File: src/rtl/seq_fixed_point_div.sv
`default_nettype none
// ============================================================================
// Module      : seq_fixed_point_div
// Description : Multi-cycle signed fixed-point divider, q = a / b.
//               Operands are signed Q(WII.WIF). The quotient is signed
//               Q(WOI.WOF), rounded half away from zero (ROUND=1) or
//               truncated toward zero (ROUND=0), and saturated with flags.
//               Restoring division, one quotient bit per clock, fixed
//               latency independent of operand values.
// Ports       : clk        - clock, rising edge
//               rstn       - asynchronous active-low reset
//               i_valid    - operands present
//               i_ready    - idle, operands accepted on i_valid & i_ready
//               i_a, i_b   - dividend / divisor, signed Q(WII.WIF)
//               o_valid    - result valid, held until taken
//               o_ready    - consumer accepts on o_valid & o_ready
//               o_q        - quotient, signed Q(WOI.WOF)
//               o_upflow   - positive saturation (incl. x/0 with x >= 0)
//               o_downflow - negative saturation (incl. x/0 with x < 0)
//               o_divzero  - divisor was zero
// Revision    : 1.0 - initial release
// ============================================================================
module seq_fixed_point_div #(
  parameter int WII   = 8,
  parameter int WIF   = 8,
  parameter int WOI   = 8,
  parameter int WOF   = 8,
  parameter int ROUND = 1
) (
  input  logic               clk,
  input  logic               rstn,
  input  logic               i_valid,
  output logic               i_ready,
  input  logic [WII+WIF-1:0] i_a,
  input  logic [WII+WIF-1:0] i_b,
  output logic               o_valid,
  input  logic               o_ready,
  output logic [WOI+WOF-1:0] o_q,
  output logic               o_upflow,
  output logic               o_downflow,
  output logic               o_divzero
);

  localparam int WI   = WII + WIF;
  localparam int WO   = WOI + WOF;
  // One extra iteration produces the bit below the output LSB (round bit).
  localparam int N    = WI + WOF + 1;
  // Comparison width wide enough for both the N-bit magnitude and the
  // output range, plus one bit of headroom.
  localparam int CW   = ((N > WO) ? N : WO) + 1;
  localparam int CNTW = $clog2(N);

  localparam logic [CNTW-1:0] c_last   = CNTW'(N - 1);
  localparam logic [CW-1:0]   c_half   = {{(CW-1){1'b0}}, 1'b1} << (WO - 1);
  localparam logic [CW-1:0]   c_pmax   = c_half - {{(CW-1){1'b0}}, 1'b1};
  localparam logic [WO-1:0]   c_q_max  = {1'b0, {(WO-1){1'b1}}};
  localparam logic [WO-1:0]   c_q_min  = {1'b1, {(WO-1){1'b0}}};

  typedef enum logic [1:0] {
    S_IDLE = 2'd0,
    S_CALC = 2'd1,
    S_FIN  = 2'd2,
    S_OUT  = 2'd3
  } state_t;

  state_t          r_state;
  state_t          w_next;

  logic            r_sign_a;
  logic            r_sign_b;
  logic            r_divzero;
  logic [WI-1:0]   r_mag_b;
  logic [N-1:0]    r_num;
  logic [WI-1:0]   r_rem;
  logic [N-1:0]    r_quo;
  logic [CNTW-1:0] r_cnt;

  logic [WI-1:0]   w_abs_a;
  logic [WI-1:0]   w_abs_b;
  logic [WI:0]     w_rem_sh;
  logic            w_qbit;
  logic [WI-1:0]   w_rem_nx;
  logic [N-1:0]    w_mag;
  logic [CW-1:0]   w_mag_x;
  logic [WO-1:0]   w_q_lo;
  logic            w_neg;
  logic [WO-1:0]   w_q_res;
  logic            w_up;
  logic            w_dn;

  // Magnitudes are held unsigned in WI bits, so |min| is representable.
  assign w_abs_a = i_a[WI-1] ? -i_a : i_a;
  assign w_abs_b = i_b[WI-1] ? -i_b : i_b;

  // ---------------------------------------------------------------------
  // Restoring division step
  // ---------------------------------------------------------------------
  assign w_rem_sh = {r_rem, r_num[N-1]};
  assign w_qbit   = (w_rem_sh >= {1'b0, r_mag_b});
  // After a subtraction the remainder is below |b| <= 2^(WI-1), so the
  // low WI bits hold it exactly. With a zero divisor the value wraps, which
  // is harmless because the result is overridden.
  assign w_rem_nx = w_qbit ? (w_rem_sh[WI-1:0] - r_mag_b) : w_rem_sh[WI-1:0];

  // ---------------------------------------------------------------------
  // Rounding and saturation of the raw quotient M = r_quo
  // ---------------------------------------------------------------------
  // (M+1)>>1 == (M>>1) + M[0]; this form cannot overflow N bits.
  assign w_mag   = {1'b0, r_quo[N-1:1]}
                 + {{(N-1){1'b0}}, ((ROUND != 0) & r_quo[0])};
  assign w_mag_x = {{(CW-N){1'b0}}, w_mag};
  assign w_q_lo  = w_mag_x[WO-1:0];
  assign w_neg   = r_sign_a ^ r_sign_b;

  always_comb begin
    w_q_res = w_q_lo;
    w_up    = 1'b0;
    w_dn    = 1'b0;
    if (r_divzero) begin
      if (r_sign_a) begin
        w_q_res = c_q_min;
        w_dn    = 1'b1;
      end else begin
        w_q_res = c_q_max;
        w_up    = 1'b1;
      end
    end else if (!w_neg) begin
      if (w_mag_x > c_pmax) begin
        w_q_res = c_q_max;
        w_up    = 1'b1;
      end
    end else begin
      // A magnitude of exactly 2^(WO-1) negates to min without a flag.
      if (w_mag_x > c_half) begin
        w_q_res = c_q_min;
        w_dn    = 1'b1;
      end else begin
        w_q_res = -w_q_lo;
      end
    end
  end

  // ---------------------------------------------------------------------
  // FSM
  // ---------------------------------------------------------------------
  always_ff @(posedge clk or negedge rstn) begin
    if (!rstn) begin
      r_state <= S_IDLE;
    end else begin
      r_state <= w_next;
    end
  end

  always_comb begin
    w_next  = r_state;
    i_ready = 1'b0;
    o_valid = 1'b0;
    case (r_state)
      S_IDLE: begin
        i_ready = 1'b1;
        if (i_valid) w_next = S_CALC;
      end
      S_CALC: begin
        if (r_cnt == c_last) w_next = S_FIN;
      end
      S_FIN: begin
        w_next = S_OUT;
      end
      S_OUT: begin
        o_valid = 1'b1;
        if (o_ready) w_next = S_IDLE;
      end
      default: begin
        w_next = S_IDLE;
      end
    endcase
  end

  // ---------------------------------------------------------------------
  // Datapath
  // ---------------------------------------------------------------------
  always_ff @(posedge clk or negedge rstn) begin
    if (!rstn) begin
      r_sign_a   <= 1'b0;
      r_sign_b   <= 1'b0;
      r_divzero  <= 1'b0;
      r_mag_b    <= '0;
      r_num      <= '0;
      r_rem      <= '0;
      r_quo      <= '0;
      r_cnt      <= '0;
      o_q        <= '0;
      o_upflow   <= 1'b0;
      o_downflow <= 1'b0;
      o_divzero  <= 1'b0;
    end else begin
      case (r_state)
        S_IDLE: begin
          if (i_valid) begin
            r_sign_a  <= i_a[WI-1];
            r_sign_b  <= i_b[WI-1];
            r_divzero <= (i_b == '0);
            r_mag_b   <= w_abs_b;
            r_num     <= {w_abs_a, {(WOF+1){1'b0}}};
            r_rem     <= '0;
            r_quo     <= '0;
            r_cnt     <= '0;
          end
        end
        S_CALC: begin
          r_rem <= w_rem_nx;
          r_quo <= {r_quo[N-2:0], w_qbit};
          r_num <= {r_num[N-2:0], 1'b0};
          r_cnt <= r_cnt + {{(CNTW-1){1'b0}}, 1'b1};
        end
        S_FIN: begin
          o_q        <= w_q_res;
          o_upflow   <= w_up;
          o_downflow <= w_dn;
          o_divzero  <= r_divzero;
        end
        S_OUT: begin
          // o_q keeps its last value after the result is taken.
          if (o_ready) begin
            o_upflow   <= 1'b0;
            o_downflow <= 1'b0;
            o_divzero  <= 1'b0;
          end
        end
        default: begin
        end
      endcase
    end
  end

endmodule
`default_nettype wire

File: config.mk
export PLATFORM = sky130hd
export DESIGN_NAME = seq_fixed_point_div
export DESIGN_NICKNAME = d
export VERILOG_FILES = /design/src/rtl/seq_fixed_point_div.sv
export SDC_FILE = /design/constraint.sdc
export NUM_CORES = 1
export LEC_CHECK = 0
export CAP_MARGIN = 20
export CORE_MARGIN = 2
export CORE_UTILIZATION = 40
export CTS_BUF_LIST = sky130_fd_sc_hd__clkbuf_16
export DETAILED_ROUTE_END_ITERATION = 7
export PLACE_DENSITY = 0.65
export SLEW_MARGIN = 5
export SYNTH_ARGS = -nofsm -noshare
export SYNTH_HDL_FRONTEND = slang
export SYNTH_SLANG_ARGS = --single-unit
File: constraint.sdc
create_clock -name clk -period 4.9 [get_ports clk]
set_input_delay 0.98 -clock clk [delete_from_list [all_inputs] [get_ports clk]]
set_output_delay 0.98 -clock clk [all_outputs]
set_load 0.01 [all_outputs]
# Word level (Yosys, flattened, before mapping)
# Cells that the tools add are included.
[totals] register_bits=111 elab_cells=72
[classes] magnitude_cmp=3 add_sub_neg=6 reduce_logical=8 mux=34 n_eq_ne=7 n_bitwise=1
[op_table] operator="16-bit two-way mux" count=9
[op_table] operator="25-bit case mux with 2 select lines" count=2
[op_table] operator="25-bit two-way mux" count=2
[op_table] operator="16-bit negator" count=3
[op_table] operator="16-bit case mux with 2 select lines" count=1
[op_table] operator="24-bit by 1-bit adder with 25-bit output" count=1
[op_table] operator="25-bit by 15-bit greater-than comparator with 1-bit output (second input constant)" count=1
[op_table] operator="25-bit by 16-bit greater-than comparator with 1-bit output (second input constant)" count=1
[op_table] operator="17-bit by 16-bit greater-or-equal comparator with 1-bit output" count=1
[op_table] operator="16-bit zero test" count=1
[op_table] operator="16-bit subtractor" count=1
[op_table] operator="1-bit two-way mux" count=11
[op_table] operator="5-bit case mux with 2 select lines" count=1
[op_table] operator="2-bit case mux with 4 select lines" count=1
[op_table] operator="2-bit two-way mux" count=3
[op_table] operator="2-bit inequality test (second input constant)" count=3
[op_table] operator="1-bit case mux with 2 select lines" count=3
[op_table] operator="2-bit AND reduction" count=3
[op_table] operator="5-bit by 1-bit adder with 5-bit output (second input constant)" count=1
[op_table] operator="5-bit equality test (second input constant)" count=1
[op_table] operator="5-bit two-way mux" count=1
[op_table] operator="2-bit equality test (second input constant)" count=2
[op_table] operator="2-bit nonzero test" count=2
[op_table] operator="3-bit AND reduction" count=1
[op_table] operator="other kinds (3)" count=3

# Depth between registers and ports, before layout
# Gate-level depths: netlist of run 1.
[logic_depth] depth_word=6 mapped_depth=13 ltp_nobuf=12

# Least setup slack after synthesis of run 1
# No wires, ideal clock.
[synth_path] kind="register -> register" start="reg r_quo[0]" end="reg o_q[11]" path_buffers=1 setup_slack_ns=1.803 arrival_ns=3.006 stages_incl_launch_ff=14 synth_period_minus_slack_ns=3.097 cell_sequence="dfrtp_1 ha_1 ha_1 inv_1 ha_1 or4b_1 o31ai_1 o21ai_2 nor4_4 a31oi_4 nor2_4 buf_6 a22oi_2 o221ai_1"
[synth_via] elab_chain_cells=5 word_cells_on_any_way=8 cone_classes="add/sub (2); order compare (2); mux (4)"
[synth_lines] item="from (decl)" line_no="75" source="logic [N-1:0] r_quo;"
[synth_lines] item="from (signal assigned)" line_no="212" source="r_quo <= {r_quo[N-2:0], w_qbit};"
[synth_lines] item="24-bit by 1-bit adder with 25-bit output (*)" line_no="110" source="+ {{(N-1){1'b0}}, ((ROUND != 0) & r_quo[0])};"
[synth_lines] item="25-bit by 15-bit greater-than comparator with 1-bit output, or another cell as far along" line_no="128" source="if (w_mag_x > c_pmax) begin"
[synth_lines] item="16-bit two-way mux, on equally long branches" line_no="128, 134"
[synth_lines] item="16-bit two-way mux (*)" line_no="127" source="end else if (!w_neg) begin"
[synth_lines] item="16-bit two-way mux (*)" line_no="119" source="if (r_divzero) begin"
[synth_lines] item="to (signal assigned)" line_no="217" source="o_q <= w_q_res;"
[synth_lines] item="to (decl)" line_no="38" source="output logic [WOI+WOF-1:0] o_q,"
# Mark *: on every way between the ends. The rest lies on a longest branch, timed or not.
# A chain may end at the register's enable or synchronous reset.

# Worst setup path in the final report of run 1
[layout_path] start="reg r_quo[0]" end="reg o_q[9]"
# The elaborated chain is that of the path after synthesis.

==> results of run 1 <==
-- per-layer routing --
metal  global-route usage  up-vias  part of all wire
li1                     -     3019                 -
met3               0.0256       16             0.034
met4               0.0619        0             0.015
met1                0.263     2908              0.48
met5                    0        -                 0
met2                0.294      126              0.47
-- stage by stage --
step / power (mW) / setup slack [ps]
6_report: 5.17 / 1290
5_1_grt: 5.63 / 1030
4_1_cts: 5.17 / 1270
3_5_place_dp: 4.49 / 1290
3_3_place_gp: 4.46 / 1450
2_1_floorplan: 3.70 / 1800
-- power breakdown --
part	switching, mW	internal, mW
clock	0.328	0.342
sequential	0.244	1.13
combinational	1.81	1.32
total	2.38	2.79
-- kinds of logic after synthesis --
family          after synthesis  share of synthesized area
simple gates                277                      0.207
compound gates              240                      0.241
flops                       102                      0.361
buf+inv                      88                     0.0513
xor+xnor                     54                     0.0669
fa+ha+maj                    29                     0.0524
mux                          14                     0.0207
-- critical path, stage by stage, from the launching register on --
cell and delay, ps:
dfrtp_1 380, ha_1 330, ha_1 350, nand3_1 380, nor4_1 420, mux2_2 390, a22o_1 330, o311ai_4 580
a21boi_0 250, o21ai_1 80
-- layout make-up --
class                   count  area (µm²)  share of cell area
clock buffers               9         225              0.0278
clock inverters             7        40.0             0.00495
inverters                  45         169              0.0209
multi-input cells         614        4170               0.516
flip-flops and latches    102        2550               0.315
well taps                 225         282              0.0348
repair buffers             66         653              0.0807
-- registers in the layout (all words and copies together) (netlist names), 2 cells and up --
name,count
o_q,16
r_state,2
r_quo,25
r_rem,16
r_num,16
r_mag_b,16
r_cnt,5
-- cell usage in the layout, fill, tap and decap left out, drive strengths merged, types with 10 or more instances in the layout --
cell type and instances:
nand4 12, xor2 31, inv 43, nor4 12, nand2b 11, o31ai 11, a22oi 27, clkdlybuf4s50 55
nor2b 10, o211ai 11, buf 11, nand3 19, ha 28, a22o 21, dfrtp 102, nor3 29
o21ai 73, a21oi 24, nand2 99, nor2 41, xnor2 23
-- worst paths after layout --
check	end	slack (ps)	depth (start not counted)
min reg2reg	r_mag_b[10]	480	2
min in group clk	r_mag_b[10]	480	2
min	r_quo[1]	460	1
max in group asynchronous	r_cnt[4]	3840	2
max reg2reg	o_q[9]	1290	9
max	o_q[9]	1290	9
==> metrics.md, run 1 <==
| Metric | Value |
|---|---|
| Crit path max fanout | `12` |
| Die W | `137 µm` |
| Synth area leader | `dfrtp_1` |
| Synth warn | `0` |
| Hold-fix buffers, CTS | `0` |
| Synthesized flop and latch total | `102` |
| PostCTS Resize Cnt | `0` |
| Post-CTS Setup Bufs | `0` |
| Die height | `137 µm` |
| Worst-path clk slew | `70 ps` |
| Slew HR | `0.508` |
| Worst hold slack | `459 ps` |
| Tmin final | `3610 ps` |
| Vias per inst | `5.68` |
| Dpl cell area | `7800 µm²` |
| Final net count | `903` |
| Post-Syn Nets | `869` |
| Most frequent cell after synthesis | `dfrtp_1` |
| Layout area overhead | `14.5%` |
| Worst IR drop on VDD | `0.260 mV` |
| Pre-antenna DRT Iters | `5` |
| Clock Path Buffers | `2` |
| Avg Inst Size Synth | `8.79 µm²` |
| Worst path required time | `5130 ps` |
| Fill count | `1705` |
| Hold Path Class | `in -> async` |
| Status | `complete, no violations` |
| Pwr dens | `639 nW/µm²` |
| Residual DRC | `0` |
| Final Core Density | `0.468` |
| Worst Max-Slew Pin Slew | `736 ps` |
| Slew Viols, Final | `0` |
| Initial antenna violation count | `0` |
| Startpoint types | `flop` |
| Core box area | `17300 µm²` |
| Crit share post-route | `0.736` |
| Number of diodes | `0` |
| Post-route insts no fill | `1068` |
| F_max | `277 MHz` |
| CTS tree | `done` |
| Maxcap violations | `0` |
| Via count | `6069` |
| Pin count of the biggest net entering global routing | `77` |
| CTS buffer count | `9` |
| WP data arrival | `3840 ps` |
| Clock sinks | `102` |
| Post-synth top cells | `dfrtp_1, nand2_1, o21ai_0, inv_1, nor2_1` |
| Routed WL | `16.7 mm` |
| Share of layout cells above drive strength 1 | `0.0629` |
| ANT nets after route | `0` |
| Mean routed wirelength per cell | `15.6 µm` |
| Placed Cells | `1051` |
| IO Port Bufs | `56` |
| Critical Path Source | `r_quo[0]` |
| Setup TNS | `0 ps` |
| H-Tree Depth | `3` |
| RSZ-0062 raised after global routing | `no` |
| First-pass GRT wire length | `28.3 mm` |
| Leakage | `3.46 nW` |
| # IOs | `57` |
| Synth top area cells | `dfrtp_1, nand2_1, ha_1, o21ai_0, xor2_1` |
| Row cnt | `48` |
| DR iter-0 viols | `497` |
| Asr flop ratio synth | `1.00` |
| Starting density of the core | `0.409` |
| Final hold violations | `0` |
| GRT Total Usage | `0.186` |
| Die area | `18800 µm²` |
| CTS root buf | `clkbuf_16` |
| Final setup vio count | `0` |
| Clock skew | `10.0 ps` |
| Latest clock arrival within the worst-skew pair | `350 ps` |
| Mapped cell area | `7070 µm²` |
| Post-synth top area share | `0.361` |
| DPL Wire Length | `12.1 mm` |
| Syn Inst Count | `804` |
| Predominant post-synthesis flop cell | `dfrtp_1` |
| Post-Layout Inst Area | `8100 µm²` |
| Sequential share of the synthesized area | `0.361` |
| Post-synth EDFFs | `0` |
| Vias in the first global route | `5779` |
| Synth unique cells | `74` |
| Worst reg2reg path startpoint | `r_quo[0]` |
| Setup crit end kind | `flop` |
| Critical path type | `reg -> reg` |
| Remaining global-route overflow | `0` |
| RePlAce Congestion | `0.864` |
Power figures use the tool's default switching activity.
==> run 2: changes to the inputs <==
Settings changed: PLACE_DENSITY 0.65 to 0.68.
Clock period 4.9 ns to 3.15 ns, I/O delays scaled along.
==> metrics.md, run 2 (synthesis results as in run 1) <==
| Metric | Value |
|---|---|
| Switching share of power | `0.445 (-0.0154)` |
| Pre-CTS setup slack | `-4.07 ps (-1300 ps)` |
| Most frequent CP cell | `ha_1` |
| Clock skew | `12.1 ps (+2.11 ps)` |
| GRT Total Usage | `0.189 (+0.00236)` |
| CTS buffer count | `9 (unchanged)` |
| Hold Path Class | `in -> async` |
| Number of diodes | `0 (unchanged)` |
| ANT nets after route | `0 (unchanged)` |
| IO Port Bufs | `56 (unchanged)` |
| Worst hold slack | `189 ps (-270 ps)` |
| Clk pwr share | `0.129 (about the same)` |
| Pin count of the biggest net entering global routing | `79 (+2.6%)` |
| Startpoint types | `flop` |
| Status | `complete, no violations` |
| Clock sinks | `102 (unchanged)` |
| F_max | `337 MHz (+22%)` |
| Most common cell after layout, fill and taps aside | `dfrtp_1` |
| Int Power | `4.70 mW (+68%)` |
| Pwr dens | `1010 nW/µm² (+59%)` |
| Post-route insts no fill | `1091 (+2.2%)` |
| Vias per inst | `5.59 (-1.7%)` |
| Residual DRC | `0 (unchanged)` |
| Setup crit end kind | `flop` |
| Final setup vio count | `0 (unchanged)` |
| WP data arrival | `3160 ps (-680 ps)` |
| Die area | `18800 µm² (unchanged)` |
| Crit share post-route | `0.941 (+0.205)` |
| Routed WL | `16.8 mm (+0.86%)` |
| Slowest cell delay on critical path | `520 ps (-60 ps)` |
| Worst path required time | `3340 ps (-1790 ps)` |
| RePlAce Congestion | `0.845 (-2.2%)` |
| Die W | `137 µm (unchanged)` |
| Final Core Density | `0.483 (+0.0151)` |
| Critical path's top delay family | `simple AND/OR/NAND/NOR gates` |
| CTS tree | `done` |
| Power share of the combinational group | `0.620 (+0.015)` |
| Placed Cells | `1075 (+2.3%)` |
| Layout area overhead | `18.2%` |
| Critical path type | `reg -> reg` |
| Leakage | `3.61 nW (+4.3%)` |
| Dpl cell area | `8020 µm² (+2.8%)` |
| Tmin final | `2960 ps (-644 ps)` |
| Row cnt | `48 (unchanged)` |
| Biggest register | `r_quo` |
| CP cell instances | `ha_1 > ha_1 > buf_4 > or4_1 > o211a_2 > nor4_4 > o21ai_0 > mux2_2 > a22oi_2 > o221ai_1` |
| Initial antenna violation count | `0 (unchanged)` |
| Worst path slowest cell | `or4_1` |
| Core box area | `17300 µm² (unchanged)` |
| Final net count | `928 (+2.8%)` |
| Flip-flop count of the largest register after layout | `25 (unchanged)` |
| H-Tree Depth | `3 (unchanged)` |
| Part of the power in registers | `0.250 (-0.016)` |
| CP bufs+invs | `1 (+1)` |
| Die height | `137 µm (unchanged)` |
| Via count | `6096 (+0.44%)` |
| Mean routed wirelength per cell | `15.4 µm (-1.3%)` |
| Starting density of the core | `0.409 (unchanged)` |
| Slew HR | `0.562 (+0.0539)` |
| Worst-path clk slew | `70 ps (about the same)` |
| Final hold violations | `0 (unchanged)` |
| Worst reg2reg path startpoint | `r_quo[0]` |
| Crit path max fanout | `6 (-6)` |
| Final worst setup slack | `185 ps (-1110 ps)` |
| Pre-antenna DRT Iters | `5 (unchanged)` |
| Slew Viols, Final | `0 (unchanged)` |
| Worst IR drop on VDD | `0.540 mV (+110%)` |
| DR iter-0 viols | `421 (-15%)` |
| Critical Path Source | `r_quo[0]` |
| Share of layout cells above drive strength 1 | `0.0947 (+0.0318)` |
| P_sw | `3.76 mW (+58%)` |
| Remaining global-route overflow | `0 (unchanged)` |
| Clock Path Buffers | `2 (unchanged)` |
| Vias in the first global route | `5845 (+1.1%)` |
| Worst Max-Slew Pin Slew | `655 ps (-81.7 ps)` |
| DPL Wire Length | `12.1 mm (+0.28%)` |
| Latest clock arrival within the worst-skew pair | `350 ps (about the same)` |
| Post-Layout Inst Area | `8360 µm² (+3.2%)` |
| Most frequent cells in the layout | `dfrtp_1, nand2_1, o21ai_0, clkdlybuf4s50_1, inv_1` |
| First-pass GRT wire length | `28.7 mm (+1.1%)` |
| # IOs | `57 (unchanged)` |
| Hold-fix buffers, CTS | `0 (unchanged)` |
| Maxcap violations | `0 (unchanged)` |
| CTS root buf | `clkbuf_16` |
-- run 2: cell types whose count changed in the layout (fill, tap and decap cells not counted), sizes merged --
| cell | before | now |
|---|---|---|
| buf | 11 | 36 |
| bufinv | 0 | 1 |
| clkinv | 9 | 6 |
-- run 2: area by class of cell --
cell class                 instances  area (µm²)
multi-input combinational        614        4200
inverter                          45         169
fill                            1662        8940
clock buffer                       9         225
sequential                       102        2550
clock inverter                     5        51.3
timing repair buffer              91         875
tap                              225         282
-- run 2: path summary, 6_finish.rpt --
| check | end | slack [ps] | cells past startpoint |
|---|---|---|---|
| setup / recovery | o_q[11] | 190 | 10 |
| hold / removal | r_mag_b[12] | 190 | 1 |
| setup reg to reg | o_q[11] | 190 | 10 |
| hold reg to reg | r_mag_b[2] | 480 | 2 |
| max in group asynchronous | r_quo[5] | 2200 | 2 |
| min in group clk | r_mag_b[2] | 480 | 2 |
-- run 2: worst register-to-register path, delay by kind of cell, from the launching register on --
kind | cells | cell delay, ps
simple gates | 2 | 920
compound gates | 4 | 600
fa+ha+maj | 2 | 420
flops | 1 | 390
mux | 1 | 310
buf+inv | 1 | 160
-- run 2: timing repair --
action,in CTS,in global routing
pin swaps,1,4
gates resized for setup,0,9
endpoints found under the setup margin,12,17
setup buffers,1,1
-- run 2: power by group through the flow --
stage / combinational [mW] / clock (mW) / sequential, mW
global route: 5.84 / 1.16 / 2.18
global placement: 5.08 / 0 / 2.12
CTS: 5.17 / 1.12 / 2.12
detailed placement: 5.14 / 0 / 2.13
finish: 5.25 / 1.09 / 2.12
floorplan: 3.72 / 0 / 2.03
-- run 2: routing by layer --
metal	share of wire	global-route usage
met2	0.46	0.296
met1	0.49	0.272
met4	0.016	0.0619
met3	0.032	0.0196
met5	0	0
-- run 2: metrics by stage --
stage	total power, mW	TNS (ps)
after floorplan	5.75	0
after global placement	7.20	0
after detailed placement	7.27	-7.81
after CTS	8.41	0
after global routing	9.17	-11.1
final	8.46	0
==> run 3: changes to the inputs <==
Settings changed: CTS_CLUSTER_SIZE set to 30.
==> results of run 3 <==
Final layout, timing and power as in run 2 (identical DEF).
